--- src/rtl/alu_op_driver.sv ---
// alu_op_driver: sequential requester for the 32-bit combinational ALU.
//
// A request arrives over a valid/ready handshake. The block registers the
// operands and opcode onto the ALU ports and holds them for SETTLE_CYCLES.
// It then samples the ALU result C and returns it over a valid/ready
// response channel.
//
// The block keeps an accumulator so that a request can chain on the
// previous result by using it as operand A. Illegal opcodes (110, 111) do
// not touch the ALU; they answer with rsp_c = 0 and rsp_err = 1.
//
// Optional feature: define ALU_OP_DRIVER_COUNT_EN to add a 16-bit op_count
// output. It counts completed response handshakes and saturates at 16'hFFFF.
//
// Ports:
//   clk, reset            clock; synchronous active-high reset
//   req_valid/req_ready   request handshake
//   req_a, req_b, req_op  operands and ALU opcode
//   req_chain             use the accumulator instead of req_a as A
//   alu_a, alu_b, alu_op  registered drive to the ALU
//   alu_c                 ALU result
//   rsp_valid/rsp_ready   response handshake
//   rsp_c, rsp_err        result and illegal-opcode flag
//   op_count              completed responses (ALU_OP_DRIVER_COUNT_EN only)
//   busy                  FSM not idle
module alu_op_driver #(
    parameter int unsigned WIDTH         = 32,
    parameter int unsigned SETTLE_CYCLES = 1
) (
    input  logic             clk,
    input  logic             reset,
    input  logic             req_valid,
    output logic             req_ready,
    input  logic [WIDTH-1:0] req_a,
    input  logic [WIDTH-1:0] req_b,
    input  logic [2:0]       req_op,
    input  logic             req_chain,
    output logic [WIDTH-1:0] alu_a,
    output logic [WIDTH-1:0] alu_b,
    output logic [2:0]       alu_op,
    input  logic [WIDTH-1:0] alu_c,
    output logic             rsp_valid,
    input  logic             rsp_ready,
    output logic [WIDTH-1:0] rsp_c,
    output logic             rsp_err,
`ifdef ALU_OP_DRIVER_COUNT_EN
    output logic [15:0]      op_count,
`endif
    output logic             busy
);

    typedef enum logic [1:0] {StIdle, StDrive, StResp} state_e;

    localparam logic [3:0] CntInit = 4'(SETTLE_CYCLES - 1);

    state_e           state_q, state_d;
    logic [WIDTH-1:0] alu_a_q, alu_a_d;
    logic [WIDTH-1:0] alu_b_q, alu_b_d;
    logic [2:0]       alu_op_q, alu_op_d;
    logic [WIDTH-1:0] rsp_c_q, rsp_c_d;
    logic             rsp_err_q, rsp_err_d;
    logic [WIDTH-1:0] acc_q, acc_d;
    logic [3:0]       cnt_q, cnt_d;
    logic             illegal_op;
    logic             rsp_done;

    // Opcodes 110 and 111 are the only illegal encodings.
    assign illegal_op = (req_op[2:1] == 2'b11);
    assign rsp_done   = (state_q == StResp) && rsp_ready;

    always_comb begin
        state_d   = state_q;
        alu_a_d   = alu_a_q;
        alu_b_d   = alu_b_q;
        alu_op_d  = alu_op_q;
        rsp_c_d   = rsp_c_q;
        rsp_err_d = rsp_err_q;
        acc_d     = acc_q;
        cnt_d     = cnt_q;
        unique case (state_q)
            StIdle: begin
                if (req_valid) begin
                    if (illegal_op) begin
                        // The ALU ports keep their previous values.
                        rsp_c_d   = '0;
                        rsp_err_d = 1'b1;
                        state_d   = StResp;
                    end else begin
                        alu_a_d  = req_chain ? acc_q : req_a;
                        alu_b_d  = req_b;
                        alu_op_d = req_op;
                        cnt_d    = CntInit;
                        state_d  = StDrive;
                    end
                end
            end
            StDrive: begin
                if (cnt_q == 4'd0) begin
                    rsp_c_d   = alu_c;
                    rsp_err_d = 1'b0;
                    acc_d     = alu_c;
                    state_d   = StResp;
                end else begin
                    cnt_d = cnt_q - 4'd1;
                end
            end
            StResp: begin
                if (rsp_ready) begin
                    state_d = StIdle;
                end
            end
            default: state_d = StIdle;
        endcase
    end

    always_ff @(posedge clk) begin
        if (reset) begin
            state_q   <= StIdle;
            alu_a_q   <= '0;
            alu_b_q   <= '0;
            alu_op_q  <= 3'b000;
            rsp_c_q   <= '0;
            rsp_err_q <= 1'b0;
            acc_q     <= '0;
            cnt_q     <= 4'd0;
        end else begin
            state_q   <= state_d;
            alu_a_q   <= alu_a_d;
            alu_b_q   <= alu_b_d;
            alu_op_q  <= alu_op_d;
            rsp_c_q   <= rsp_c_d;
            rsp_err_q <= rsp_err_d;
            acc_q     <= acc_d;
            cnt_q     <= cnt_d;
        end
    end

`ifdef ALU_OP_DRIVER_COUNT_EN
    logic [15:0] count_q, count_d;

    always_comb begin
        count_d = count_q;
        if (rsp_done && (count_q != 16'hFFFF)) begin
            count_d = count_q + 16'd1;
        end
    end

    always_ff @(posedge clk) begin
        if (reset) begin
            count_q <= 16'd0;
        end else begin
            count_q <= count_d;
        end
    end

    assign op_count = count_q;
`else
    logic unused_rsp_done;
    assign unused_rsp_done = rsp_done;
`endif

    assign req_ready = (state_q == StIdle);
    assign busy      = (state_q != StIdle);
    assign rsp_valid = (state_q == StResp);
    assign alu_a     = alu_a_q;
    assign alu_b     = alu_b_q;
    assign alu_op    = alu_op_q;
    assign rsp_c     = rsp_c_q;
    assign rsp_err   = rsp_err_q;

endmodule
--- config.mk ---
export PLATFORM = sky130hd
export DESIGN_NAME = alu_op_driver
export DESIGN_NICKNAME = d
export VERILOG_FILES = /design/src/rtl/alu_op_driver.sv
export SDC_FILE = /design/constraint.sdc
export NUM_CORES = 1
export LEC_CHECK = 0
export BUFFER_PORTS_ARGS = -buffer_cell sky130_fd_sc_hd__buf_2
export CORE_MARGIN = 3
export CORE_UTILIZATION = 48
export DETAILED_ROUTE_END_ITERATION = 6
export GPL_TIMING_DRIVEN = 0
export PLACE_DENSITY_LB_ADDON = 0.08
export SLEW_MARGIN = 20
export SYNTH_ARGS = -nofsm -noshare
export SYNTH_HDL_FRONTEND = slang
export SYNTH_SLANG_ARGS = --single-unit
--- constraint.sdc ---
create_clock -name clk -period 1.9 [get_ports clk]
set_input_delay 0.38 -clock clk [delete_from_list [all_inputs] [get_ports clk]]
set_output_delay 0.38 -clock clk [all_outputs]
set_load 0.05 [all_outputs]
==> results of run 1 <==
[path summary, 6_finish.rpt]
kind / start / to
worst min-delay path: alu_c[15] / acc_q[15]$_SDFFE_PP0P_
worst max-delay path: state_q[0]$_SDFFE_PP0P_ / req_ready
worst min register to register: rsp_c[6]$_SDFFE_PP0P_ / rsp_c[6]$_SDFFE_PP0P_
worst max register to register: cnt_q[0]$_SDFFE_PP0P_ / rsp_c[10]$_SDFFE_PP0P_
[layer usage]
metal	track usage [%]	vias up
li1	-	2343
met1	29.7	2243
met2	36.7	182
met3	8.49	15
met4	7.47	0
met5	0	-
[registers in the layout, summed over array words and instances, names as in the netlist]
signal and count:
acc_q 32, alu_a 32, alu_b 32, rsp_c 32
cnt_q 4, alu_op 3, state_q 2, rsp_err 1
[worst register-to-register path, delay by kind of cell, from the launching register on]
kind | cells | cell delay [ps]
adders and majority gates | 1 | 210
and+or+nand+nor | 1 | 180
AOI/OAI and AO/OA | 2 | 600
DFF | 1 | 340
buffers and inverters | 2 | 390
[stage by stage]
step / setup WS, ps / utilization [%] / cells
6_report: 65.4 / 67.9 / 877
5_1_grt: 13.2 / 67.9 / 877
4_1_cts: 2.72 / 67.7 / 877
3_5_place_dp: -317 / 61.3 / 843
3_3_place_gp: -250 / 61.3 / 843
2_1_floorplan: 248 / - / 504
[kinds of logic after synthesis]
group	Yosys count	synth area share [%]
buffers and inverters	59	5.93
flip-flops	138	52.6
multiplexers	33	6.31
AND/OR/NAND/NOR	58	6.19
AO/OA/AOI/OAI	214	28.5
adder cells (fa/ha/maj)	2	0.476
[cell type report]
cell class | count | share of cell area, %
multi-input cells | 307 | 31.1
well taps | 136 | 2.38
clock buffers | 18 | 5.86
inverters | 5 | 0.263
clock inverters | 14 | 3.10
repair buffers | 205 | 14.4
flip-flops and latches | 138 | 38.7
plain buffers | 54 | 4.15
[power by group through the flow]
| stage | clock network (W) | logic, W | registers [W] |
|---|---|---|---|
| 6_report | 0.00355 | 0.00179 | 0.00324 |
| 3_3_place_gp | 0 | 0.00175 | 0.00328 |
| 4_1_cts | 0.00359 | 0.00179 | 0.00324 |
| 5_1_grt | 0.00375 | 0.00192 | 0.00326 |
| 3_5_place_dp | 0 | 0.00177 | 0.00329 |
| 2_1_floorplan | 0 | 0.000689 | 0.00389 |
[cell usage in the layout, fill, tap and decap left out, types with 8 or more instances in the layout]
cell                          n
sky130_fd_sc_hd__a22o_1      13
sky130_fd_sc_hd__dfxtp_1    138
sky130_fd_sc_hd__clkbuf_16   16
sky130_fd_sc_hd__clkbuf_1    26
sky130_fd_sc_hd__mux2i_1     32
sky130_fd_sc_hd__nand3_1     36
sky130_fd_sc_hd__buf_6        8
sky130_fd_sc_hd__a211oi_1    34
sky130_fd_sc_hd__a22o_2      52
sky130_fd_sc_hd__a21oi_1     69
sky130_fd_sc_hd__buf_2      220
sky130_fd_sc_hd__o21ai_0     37
[timing repair]
item                                    4_1_cts  5_1_grt
gates resized for setup                       2        7
setup buffers                                 2        0
pin swaps                                     1        0
hold buffers                                  0        0
endpoints found under the setup margin       59       76
==> metrics.txt, run 1 <==
average cell area after synthesis 10.4 sq um; 1st-iter DRT viols 322; met1 layer wirelength in the final routing 6150 um; Antenna Violating Nets Remaining 0; async set-or-reset flop fraction in the synthesized netlist 0%; total of flip-flops plus latches after synthesis 138; wire length of the first global-routing pass 23,500 um; Syn Std Cell Area 5260 sq um; outcome finished clean; Max Cap Violations 0; clk root buf sky130_fd_sc_hd__clkbuf_8; family of cells with the greatest summed delay on the critical path buffers and inverters; cell count of the worst hold path 2; RSZ-0062 raised after global routing false; sum of net half-perimeters after detailed placement 10,500 um; setup clock skew after layout 10.3 ps; overall routing resource usage 23.3%; Vias 4,783; routed wire length on met2 6790 um; Core Footprint 10,500 sq um; Clock Power Share 41.4%; number of iterations in the first detailed-routing pass 4; WP buf/inv 2; Worst Path Class, Setup reg2out; tightest hold margin 87.4 ps; average wire length per cell after detail routing 16.3 um; reported net switching power 0.00264 W; die extent in y 111 um; proportion of power drawn by combinational gates 20.9%; number of enable-type register cells in the synthesized netlist 0; Critical Path End Type output pin; critical path required time 1520 ps; number of standard cells after synthesis 504; maximum number of pins on one net before global-route repair 17; most common cell in the synthesized netlist sky130_fd_sc_hd__dfxtp_1; setup TNS 0 ps; Hold Crit Class in2reg; CTS tree yes; final count of negative-setup-slack endpoints 0; Power, Total 0.00858 W; fraction of power spent switching nets 30.8%; measured slew at the worst slew-check pin 526 ps; clock period minus final worst setup slack 1830 ps; number of distinct standard cells referenced by the synthesized netlist 34; total internal power 0.00593 W; arrival time reported for the critical path endpoint 1450 ps; detailed route wirelength on metal3 1190 um; logic depth of the worst path, buffers included 3; VDD IR max 0.000641 V; Register-to-Register Setup Slack 120 ps; relative contribution of sequential cells to total power 37.8%; critical path, cell by cell buf_2 -> nor2_2 -> buf_2; count of input and output buffers 203; layout overhead on the synthesized area 35.8%; share of the clock period used by the worst path after layout 96.6%; fraction of layout cells with a size suffix above 1 44.1%; number of hold-slack violations in the final timing report 0; Final Max Slew Viols 0; cells taking the most area after synthesis sky130_fd_sc_hd__dfxtp_1 (53%), sky130_fd_sc_hd__a22o_2 (9.9%), sky130_fd_sc_hd__a21oi_1 (6.7%); I/O Pins 207; peak per-stage delay on the critical path 290 ps; sink count of the clock tree 138; summed area of non-filler cells in the final layout 7140 sq um; number of H-tree levels 4; number of global-route vias before repair 4,665; commonest cells in the synthesized netlist sky130_fd_sc_hd__dfxtp_1 (138), sky130_fd_sc_hd__a21oi_1 (70), sky130_fd_sc_hd__a22o_2 (52); Die ar. 12,200 sq um; clock latency on the worst-skew pair 520 ps; DRC 0; Max-Slew Margin vs Limit 65.0%; Net Count, Synth 610; die extent in x 111 um; area leader, netlist sky130_fd_sc_hd__dfxtp_1; uppermost signal routing layer after detailed routing met4; number of antenna violations at the first check in global routing 0; average via count per standard cell 5.45; clock transition time at the flip-flop clock pins of the worst setup and hold paths 60 ps; sequential share of the synthesized area 52.6%; FF/Latch Area 2760 sq um; areal power density over the cells 1200 nW/um^2; routability cong. 0.829; CP dominant cell by count sky130_fd_sc_hd__buf_2; floorplan row count 37; multi-input logic area 2220 sq um; count of antenna diodes in the layout 0; clock tree buffer depth 2; Highest Clock Rate 545 MHz; Leakage Power 3.26 nW; Overflow after GRT 0; number of CTS-inserted buffers 17; total of fill cells in the finished design 857; initial core utilization 50.0%; flip-flop cell with the highest count after synthesis sky130_fd_sc_hd__dfxtp_1; Ys Warns 0; CP max FO 10; Slowest-stage cell, CP sky130_fd_sc_hd__dfxtp_1; fin nets 834; area share of the largest cell type after synthesis 52.6%; DRT Wirelength 14,300 um; number of cells on the worst reg-to-reg path 6; startpoint types register; Post-Place Cell Area 6440 sq um
(Power assumes the default switching activity.)
==> inputs of run 2 (changes only) <==
Settings changed: PLACE_DENSITY from default to 0.79, PLACE_DENSITY_LB_ADDON 0.08 to default.
==> metrics.txt, run 2 (synthesized netlist as in run 1, its figures left out) <==
Final Max Slew Viols 0 (unchanged); clock latency on the worst-skew pair 510 ps (was 520 ps); Highest Clock Rate 547 MHz (was 545 MHz); RSZ-0062 raised after global routing false (unchanged); number of iterations in the first detailed-routing pass 5 (was 4); count of antenna diodes in the layout 0 (unchanged); Leakage Power 3.28 nW (was 3.26 nW); initial core utilization 50.0% (unchanged); number of global-route vias before repair 4,897 (was 4,665); clock period minus final worst setup slack 1830 ps (about the same); Core Footprint 10,500 sq um (unchanged); areal power density over the cells 1190 nW/um^2 (was 1200 nW/um^2); summed area of non-filler cells in the final layout 7130 sq um (was 7140 sq um); Power, Total 0.00852 W (was 0.00858 W); Critical Path End Type output pin (unchanged); clock tree buffer depth 2 (unchanged); wire length of the first global-routing pass 24,200 um (was 23,500 um); routability cong. 0.880 (was 0.829); number of hold-slack violations in the final timing report 0 (unchanged); arrival time reported for the critical path endpoint 1450 ps (about the same); clk root buf sky130_fd_sc_hd__clkbuf_8 (unchanged); DRT Wirelength 15,100 um (was 14,300 um); Antenna Violating Nets Remaining 0 (unchanged); Post-Place Cell Area 6440 sq um (unchanged); die extent in y 111 um (unchanged); VDD IR max 0.000575 V (was 0.000641 V); I/O Pins 207 (unchanged); count of hold-fix buffers inserted at cts 0 (unchanged); most used cells in the layout excluding fill and tap cells sky130_fd_sc_hd__buf_2 (221), sky130_fd_sc_hd__dfxtp_1 (138), sky130_fd_sc_hd__a21oi_1 (69) (was sky130_fd_sc_hd__buf_2 (220), sky130_fd_sc_hd__dfxtp_1 (138), sky130_fd_sc_hd__a21oi_1 (69)); Max-Slew Margin vs Limit 64.8% (was 65.0%); average via count per standard cell 5.53 (was 5.45); Max Cap Violations 0 (unchanged); sink count of the clock tree 138 (unchanged); Slowest-stage cell, CP sky130_fd_sc_hd__buf_2 (was sky130_fd_sc_hd__dfxtp_1); family of cells with the greatest summed delay on the critical path buffers and inverters (unchanged); fraction of layout cells with a size suffix above 1 44.3% (was 44.1%); Worst Path Class, Setup reg2out (unchanged); setup clock skew after layout 13.3 ps (was 10.3 ps); Die ar. 12,200 sq um (unchanged); outcome finished clean (unchanged); floorplan row count 37 (unchanged); Vias 4,861 (was 4,783); WP buf/inv 2 (unchanged); startpoint types register (unchanged); Overflow after GRT 0 (unchanged); fin nets 837 (was 834); sum of net half-perimeters after detailed placement 11,100 um (was 10,500 um); share of the clock period used by the worst path after layout 96.2% (was 96.6%); count of input and output buffers 203 (unchanged); die extent in x 111 um (unchanged); final count of negative-setup-slack endpoints 0 (unchanged); measured slew at the worst slew-check pin 529 ps (was 526 ps); most frequent standard cell in the layout excluding fill and tap cells sky130_fd_sc_hd__buf_2 (unchanged); average wire length per cell after detail routing 17.1 um (was 16.3 um); overall routing resource usage 24.0% (was 23.3%); number of H-tree levels 4 (unchanged); peak per-stage delay on the critical path 300 ps (was 290 ps); 1st-iter DRT viols 389 (was 322); CP max FO 10 (unchanged); Hold Crit Class in2reg (unchanged); critical path required time 1520 ps (about the same); number of antenna violations at the first check in global routing 0 (unchanged); CP dominant cell by count sky130_fd_sc_hd__buf_2 (unchanged); total of fill cells in the finished design 827 (was 857); DRC 0 (unchanged); number of CTS-inserted buffers 17 (unchanged); layout overhead on the synthesized area 35.7% (was 35.8%); critical path, cell by cell buf_2 -> nor2_2 -> buf_2 (unchanged); clock transition time at the flip-flop clock pins of the worst setup and hold paths 60 ps (about the same); maximum number of pins on one net before global-route repair 17 (unchanged); CTS tree yes (unchanged)
## run 2: changes by cell type in the layout (fill, tap and decap cells not counted), moves of 2 or more
cell and delta:
sky130_fd_sc_hd__clkinv_4 -2, sky130_fd_sc_hd__buf_4 +3, sky130_fd_sc_hd__clkinvlp_4 -2, sky130_fd_sc_hd__inv_6 +3
## run 2: what timing repair did
action / in CTS / in global routing
cloned: 0 / 0
gates resized for setup: 2 / 5
endpoints found under the hold margin: 0 / 0
buffers inserted: 3 / 2
pin swaps: 1 / 1
setup endpoints to repair: 60 / 64
## run 2: cell type report
type                       count  area [sq um]  share of cell area (%)
timing repair buffer         208          1050                    14.8
inverter                       5          18.8                   0.263
multi-input combinational    307          2220                    31.1
clock inverter                13           190                    2.67
clock buffer                  18           428                    6.00
buffer                        54           294                    4.12
tap                          136           170                    2.39
sequential                   138          2760                    38.7
## run 2: path summary, 6_finish.rpt
kind / startpoint / end / slack, ps / cells after the start
max: state_q[0]$_SDFFE_PP0P_ / req_ready / 70 / 3
min: alu_c[25] / rsp_c[25]$_SDFFE_PP0P_ / 110 / 2
max reg2reg: state_q[0]$_SDFFE_PP0P_ / alu_a[4]$_SDFFE_PP0P_ / 130 / 5
min reg2reg: acc_q[17]$_SDFFE_PP0P_ / acc_q[17]$_SDFFE_PP0P_ / 480 / 1
## run 2: worst reg2reg max path, delay by kind of cell, from the launching register on
family          cells  cell delay, ps
compound gates      2             440
buf+inv             2             510
flops               1             290
simple gates        1             400
## run 2: metal layers
metal,share of wire (%),global-route usage [%],routed length (um),vias to the layer above
li1,-,-,-,2348
met1,43,29.3,6430,2296
met2,49,40.8,7340,195
met3,6.5,6.96,979,22
met4,2.1,7.31,312,0
met5,0,0,0,-
## run 2: metrics by stage
stage                     TNS [ps]  worst slack (ps)  cells  util, %  hold slack (ps)
after floorplan                  0               248    504        -              442
after global placement      -10980              -276    843     61.3              454
after detailed placement    -10900              -258    843     61.3              453
after CTS                        0              19.3    877     67.6             95.2
after global routing             0              2.75    879     67.9             97.2
final                            0              72.0    879     67.9              114
## run 2: power by group
group	internal (W)	total [W]	switching (W)
clock network	0.00218	0.00345	0.00128
registers	0.00312	0.00324	0.000117
logic	0.000545	0.00182	0.00128
